File: src/rtl/hq_norm_acc.sv
// hq_norm_acc: squared-magnitude accumulator for streamed Hq products.
// Each accepted sample is squared (r^2 + i^2, Q16.16). N_ROW squares are
// summed into one norm per Si index. N_SI norms make up one frame, which
// is bracketed by a start pulse and a done pulse.
// Optional feature: define HQ_MIN_TRACK_EN to track the minimum norm of
// the frame and its Si index.
module hq_norm_acc #(
  parameter int DW    = 16,
  parameter int N_ROW = 4,
  parameter int N_SI  = 8,
  parameter int AW    = 34
) (
  input  logic          clk,
  input  logic          rst,
  input  logic          start,
  input  logic          hq_valid,
  output logic          hq_ready,
  input  logic [DW-1:0] hq_r,
  input  logic [DW-1:0] hq_i,
  output logic          norm_valid,
  input  logic          norm_ready,
  output logic [31:0]   norm_out,
  output logic [3:0]    norm_idx,
  output logic          done,
  output logic [31:0]   min_norm,
  output logic [3:0]    min_idx
);

  localparam int PW = 2*DW + 1;
  localparam int RW = (N_ROW > 1) ? $clog2(N_ROW) : 1;
  localparam logic [RW-1:0] ROW_LAST = RW'(N_ROW - 1);
  localparam logic [3:0]    SI_LAST  = 4'(N_SI - 1);

  typedef enum logic [2:0] {IDLE, ACC, FLUSH, OUT, DONE} state_t;

  state_t               state;
  logic [RW-1:0]        row_cnt;
  logic [3:0]           si_cnt;
  logic [PW-1:0]        p;
  logic                 p_vld;
  logic [AW-1:0]        acc;

  logic signed [2*DW-1:0] r_ext, i_ext, sq_r, sq_i;
  logic [PW-1:0]          p_next;
  logic [31:0]            acc_sat;
  logic                   accept;

  // Full-precision squares; sign-extended first so -32768^2 cannot wrap.
  assign r_ext   = {{DW{hq_r[DW-1]}}, hq_r};
  assign i_ext   = {{DW{hq_i[DW-1]}}, hq_i};
  assign sq_r    = r_ext * r_ext;
  assign sq_i    = i_ext * i_ext;
  assign p_next  = {1'b0, sq_r} + {1'b0, sq_i};
  assign accept  = hq_valid & hq_ready;
  assign acc_sat = (|acc[AW-1:32]) ? 32'hFFFF_FFFF : acc[31:0];

  // Stage 1: register the squared magnitude of each accepted sample.
  always_ff @(posedge clk) begin
    if (!rst) begin
      p     <= '0;
      p_vld <= 1'b0;
    end else begin
      p_vld <= accept;
      if (accept) p <= p_next;
    end
  end

  // Control FSM plus stage-2 accumulation and registered outputs.
  always_ff @(posedge clk) begin
    if (!rst) begin
      state      <= IDLE;
      row_cnt    <= '0;
      si_cnt     <= '0;
      acc        <= '0;
      hq_ready   <= 1'b0;
      norm_valid <= 1'b0;
      norm_out   <= '0;
      norm_idx   <= '0;
      done       <= 1'b0;
    end else begin
      done <= 1'b0;
      if (p_vld) acc <= acc + AW'(p);
      case (state)
        IDLE: if (start) begin
          state    <= ACC;
          row_cnt  <= '0;
          si_cnt   <= '0;
          acc      <= '0;
          hq_ready <= 1'b1;
        end
        ACC: if (accept) begin
          row_cnt <= row_cnt + 1'b1;
          if (row_cnt == ROW_LAST) begin
            hq_ready <= 1'b0;
            state    <= FLUSH;
          end
        end
        // Wait until the last square has been added before publishing.
        FLUSH: if (!p_vld) begin
          norm_out   <= acc_sat;
          norm_idx   <= si_cnt;
          norm_valid <= 1'b1;
          state      <= OUT;
        end
        OUT: if (norm_ready) begin
          norm_valid <= 1'b0;
          acc        <= '0;
          row_cnt    <= '0;
          if (si_cnt == SI_LAST) begin
            done  <= 1'b1;
            state <= DONE;
          end else begin
            si_cnt   <= si_cnt + 1'b1;
            hq_ready <= 1'b1;
            state    <= ACC;
          end
        end
        DONE:    state <= IDLE;
        default: state <= IDLE;
      endcase
    end
  end

`ifdef HQ_MIN_TRACK_EN
  // Track the smallest norm of the frame; strict compare keeps the lower index on ties.
  always_ff @(posedge clk) begin
    if (!rst) begin
      min_norm <= '0;
      min_idx  <= '0;
    end else if (state == IDLE && start) begin
      min_norm <= '0;
      min_idx  <= '0;
    end else if (state == OUT && norm_ready &&
                 (norm_idx == 4'd0 || norm_out < min_norm)) begin
      min_norm <= norm_out;
      min_idx  <= norm_idx;
    end
  end
`else
  assign min_norm = '0;
  assign min_idx  = '0;
`endif

endmodule

File: config.mk
export PLATFORM = sky130hd
export DESIGN_NAME = hq_norm_acc
export DESIGN_NICKNAME = d
export VERILOG_FILES = /design/src/rtl/hq_norm_acc.sv
export SDC_FILE = /design/constraint.sdc
export NUM_CORES = 1
export LEC_CHECK = 0
export ABC_AREA = 1
export CAP_MARGIN = 25
export CORE_MARGIN = 5
export CORE_UTILIZATION = 50
export DETAILED_ROUTE_END_ITERATION = 8
export PLACE_DENSITY = 0.7
export SYNTH_ARGS = -nofsm -noshare
export SYNTH_HDL_FRONTEND = slang
export SYNTH_SLANG_ARGS = --single-unit
File: constraint.sdc
create_clock -name clk -period 7.5 [get_ports clk]
set_input_delay 1.5 -clock clk [delete_from_list [all_inputs] [get_ports clk]]
set_output_delay 1.5 -clock clk [all_outputs]
set_load 0.05 [all_outputs]
==> results.py <==
metrics = {
    "worst_setup_path": {
        "startpoint_type": "input pin",
        "cp-end-kind": "register",
        "crit_type": "in -> reg",
        "crit_path_max_incr_delay_ns": 0.58,
        "worstPathRequired_ns": 7.84,
        "slowest_stage": "fa_2",
        "path_common_cell": "inv_1",
        "worstPathArrival_ns": 7.92,
        "crit_fanout": 11,
    },
    "synth": {
        "synth_area_um2": 27500,
        "synth.area.top_cells": "fa_1, inv_1, ha_1",
        "synth_top_area_share_pct": 34.8,
        "netlist.top_cell.by_area": "fa_1",
        "avgSynthCellArea_um2": 7.37,
        "synth_cell_type_count": 46,
        "synth_common_cells": "inv_1, nand2_1, fa_1",
        "synth_seq_cells": 116,
        "yosys_warnings": 0,
        "yosysMostFrequentCell": "inv_1",
        "synth_edf_count": 0,
        "ys.flop_type": "dfxtp_1",
        "ys_seq_area_share_pct": 8.44,
        "synthArstFlopShare_pct": 0,
        "synthCells": 3737,
    },
    "timing": {
        "relSlewSlack_pct": 32.9,
        "rsz0062_at_grt": "yes",
        "hold_viol": 0,
        "fin_skew_ns": 0.0166,
        "min_period_ns": 7.58,
        "period_share_pct": 101,
        "max_freq_mhz": 132,
        "fin_ws_ns": -0.0836,
        "setup_viol": 8,
        "maxSlewViolCount": 0,
        "tightest_slew_ns": 1.01,
    },
    "hold_path": {
        "min_path_type": "reg -> reg",
    },
    "die": {
        "fp.dieH_um": 245,
        "dieArea_um2": 59900,
        "fp-row-count": 86,
        "core_um2": 54800,
        "start_util_pct": 50.3,
        "die_w_um": 245,
        "ios": 112,
    },
    "route": {
        "dr_total_vias": 25400,
        "drc_errors": 0,
        "drt_iter0_drc": 1746,
        "viasPerCell": 5.10,
        "wirelength_um": 81000,
        "drtAntennaViolNets": 0,
        "post_drt_wl_per_cell_um": 16.2,
        "dr.pass1.iters": 6,
    },
    "placed_design": {
        "port_buffers": 75,
        "hpwl_um": 60000,
        "routabilityCongestion": 1.00,
    },
    "clock_network": {
        "htree_levels": 4,
        "cts_tree": "built",
        "clk_pin_slew_ns": 0.07,
        "postCtsHoldBufs": 0,
        "max-clock-path-buffers": 2,
        "root_buffer": "clkbuf_16",
        "cts_buffers": 17,
        "insertion_delay_ns": 0.44,
        "clock_sinks": 116,
    },
    "layout": {
        "postLayoutCoreUtil_pct": 66.7,
        "synthToLayoutAreaGrowth_pct": 32.8,
        "layout.nets": 5018,
        "nFillCells": 4254,
        "final_layout_size_suffix_gt1_share_pct": 26.7,
    },
    "grt": {
        "gr-total-overflow": 0,
        "grt_pass1_wl_um": 125000,
        "antenna_found_initial": 1,
        "track_usage_pct": 25.1,
        "grt_max_degree": 56,
        "grt_pass1_vias": 25600,
    },
    "job": {
        "maxCapViolations": 0,
    },
    "outcome": {
        "status": "finished, violations left",
        "violations": "negative setup slack",
    },
}
[placed cells by master, fill, tap and decap left out, drive strengths merged, types with 2 or more instances in the layout]
master         count
ha               236
dfxtp            116
clkdlybuf4s50     42
buf              539
fa               478
nor4               7
o21ai            151
nor3              41
nor2             279
dlygate4sd2        2
inv             1022
clkinv             8
or2                8
nand3b             2
xor2              76
o211ai             5
a21o              12
nand3            123
o21a               3
a211oi             4
a21oi            192
a31oi             20
clkbuf            47
bufinv             3
o21bai            17
nand2            743
conb              36
a21boi             5
xnor2             30
o31ai              2
nand4             25
[state kept, by name (all words and copies together), names as in the netlist]
| signal | cells |
|---|---|
| p | 33 |
| norm_valid | 1 |
| acc | 34 |
| p_vld | 1 |
| norm_out | 32 |
| hq_ready | 1 |
| state | 3 |
| row_cnt | 2 |
| done | 1 |
| norm_idx | 4 |
| si_cnt | 4 |
[worst paths after layout]
check / cells past startpoint / endpoint / slack, ns / start
max: 34 / p[26]$_SDFFE_PN0P_ / -0.08 / hq_i[1]
min: 2 / row_cnt[1]$_SDFFE_PN0P_ / 0.48 / row_cnt[1]$_SDFFE_PN0P_
max reg2reg: 7 / state[1]$_SDFFE_PN0P_ / 4.96 / hq_ready$_SDFFE_PN0P_
min reg2reg: 2 / row_cnt[1]$_SDFFE_PN0P_ / 0.48 / row_cnt[1]$_SDFFE_PN0P_
[worst max-delay path, delay by kind of cell]
kind                       cells  cell delay, ns
buffers and inverters         11            1.04
xor gates and xnor gates       1            0.19
adders and majority gates      8            3.66
AOI/OAI and AO/OA              1            0.17
and+or+nand+nor               13            1.38
[logic make-up (layout without fill, tap and decap cells)]
family	Yosys count	count (layout)	synth area share, %
buffers and inverters	1156	1664	16.4
AOI/OAI and AO/OA	414	414	8.19
and+or+nand+nor	1230	1230	18.1
adders and majority gates	714	714	45.5
other	1	37	0.0136
xor gates and xnor gates	106	106	3.37
DFF	116	116	8.44
[metrics by stage]
| stage | instance area, um2 | hold slack, ns | instances | TNS, ns | worst slack [ns] |
|---|---|---|---|---|---|
| finish | 36500 | 0.479 | 4985 | -0.289 | -0.0836 |
| detailed placement | 32100 | 0.470 | 4849 | -18.59 | -1.00 |
| floorplan | 27800 | 0.448 | 3772 | 0 | 0.00315 |
| global route | 36500 | 0.519 | 4984 | -3.22 | -0.266 |
| global placement | 32100 | 0.459 | 4848 | -17.49 | -0.959 |
| CTS | 34600 | 0.477 | 4944 | 0 | 0.00637 |
[cell type report]
class	instances	area, um2	area share (%)
Multi-Input combinational cell	2500	23700	64.8
Timing Repair Buffer	608	5220	14.3
Sequential cell	116	2320	6.35
Antenna cell	1	2.50	0.00685
Clock inverter	10	131	0.359
Clock buffer	22	454	1.24
Inverter	1024	3860	10.6
Tap cell	704	881	2.41
[per-layer routing]
| metal | part of all wire (%) | track usage, % | routed length, um |
|---|---|---|---|
| met5 | 0 | 0 | 0 |
| met4 | 3.9 | 6.19 | 3130 |
| met3 | 5.8 | 2.43 | 4670 |
| met2 | 50 | 44.7 | 40500 |
| met1 | 40 | 33.3 | 32600 |
[what timing repair did]
action / 4_1_cts / 5_1_grt
gates cloned: 10 / 5
endpoints found under the setup margin: 22 / 23
setup buffers: 55 / 36
pin swaps: 159 / 189
resized for setup: 376 / 486
Power is left out: the tool's default activity adds up to more than one toggle a clock period on the data nets, which glitch-free logic cannot reach.
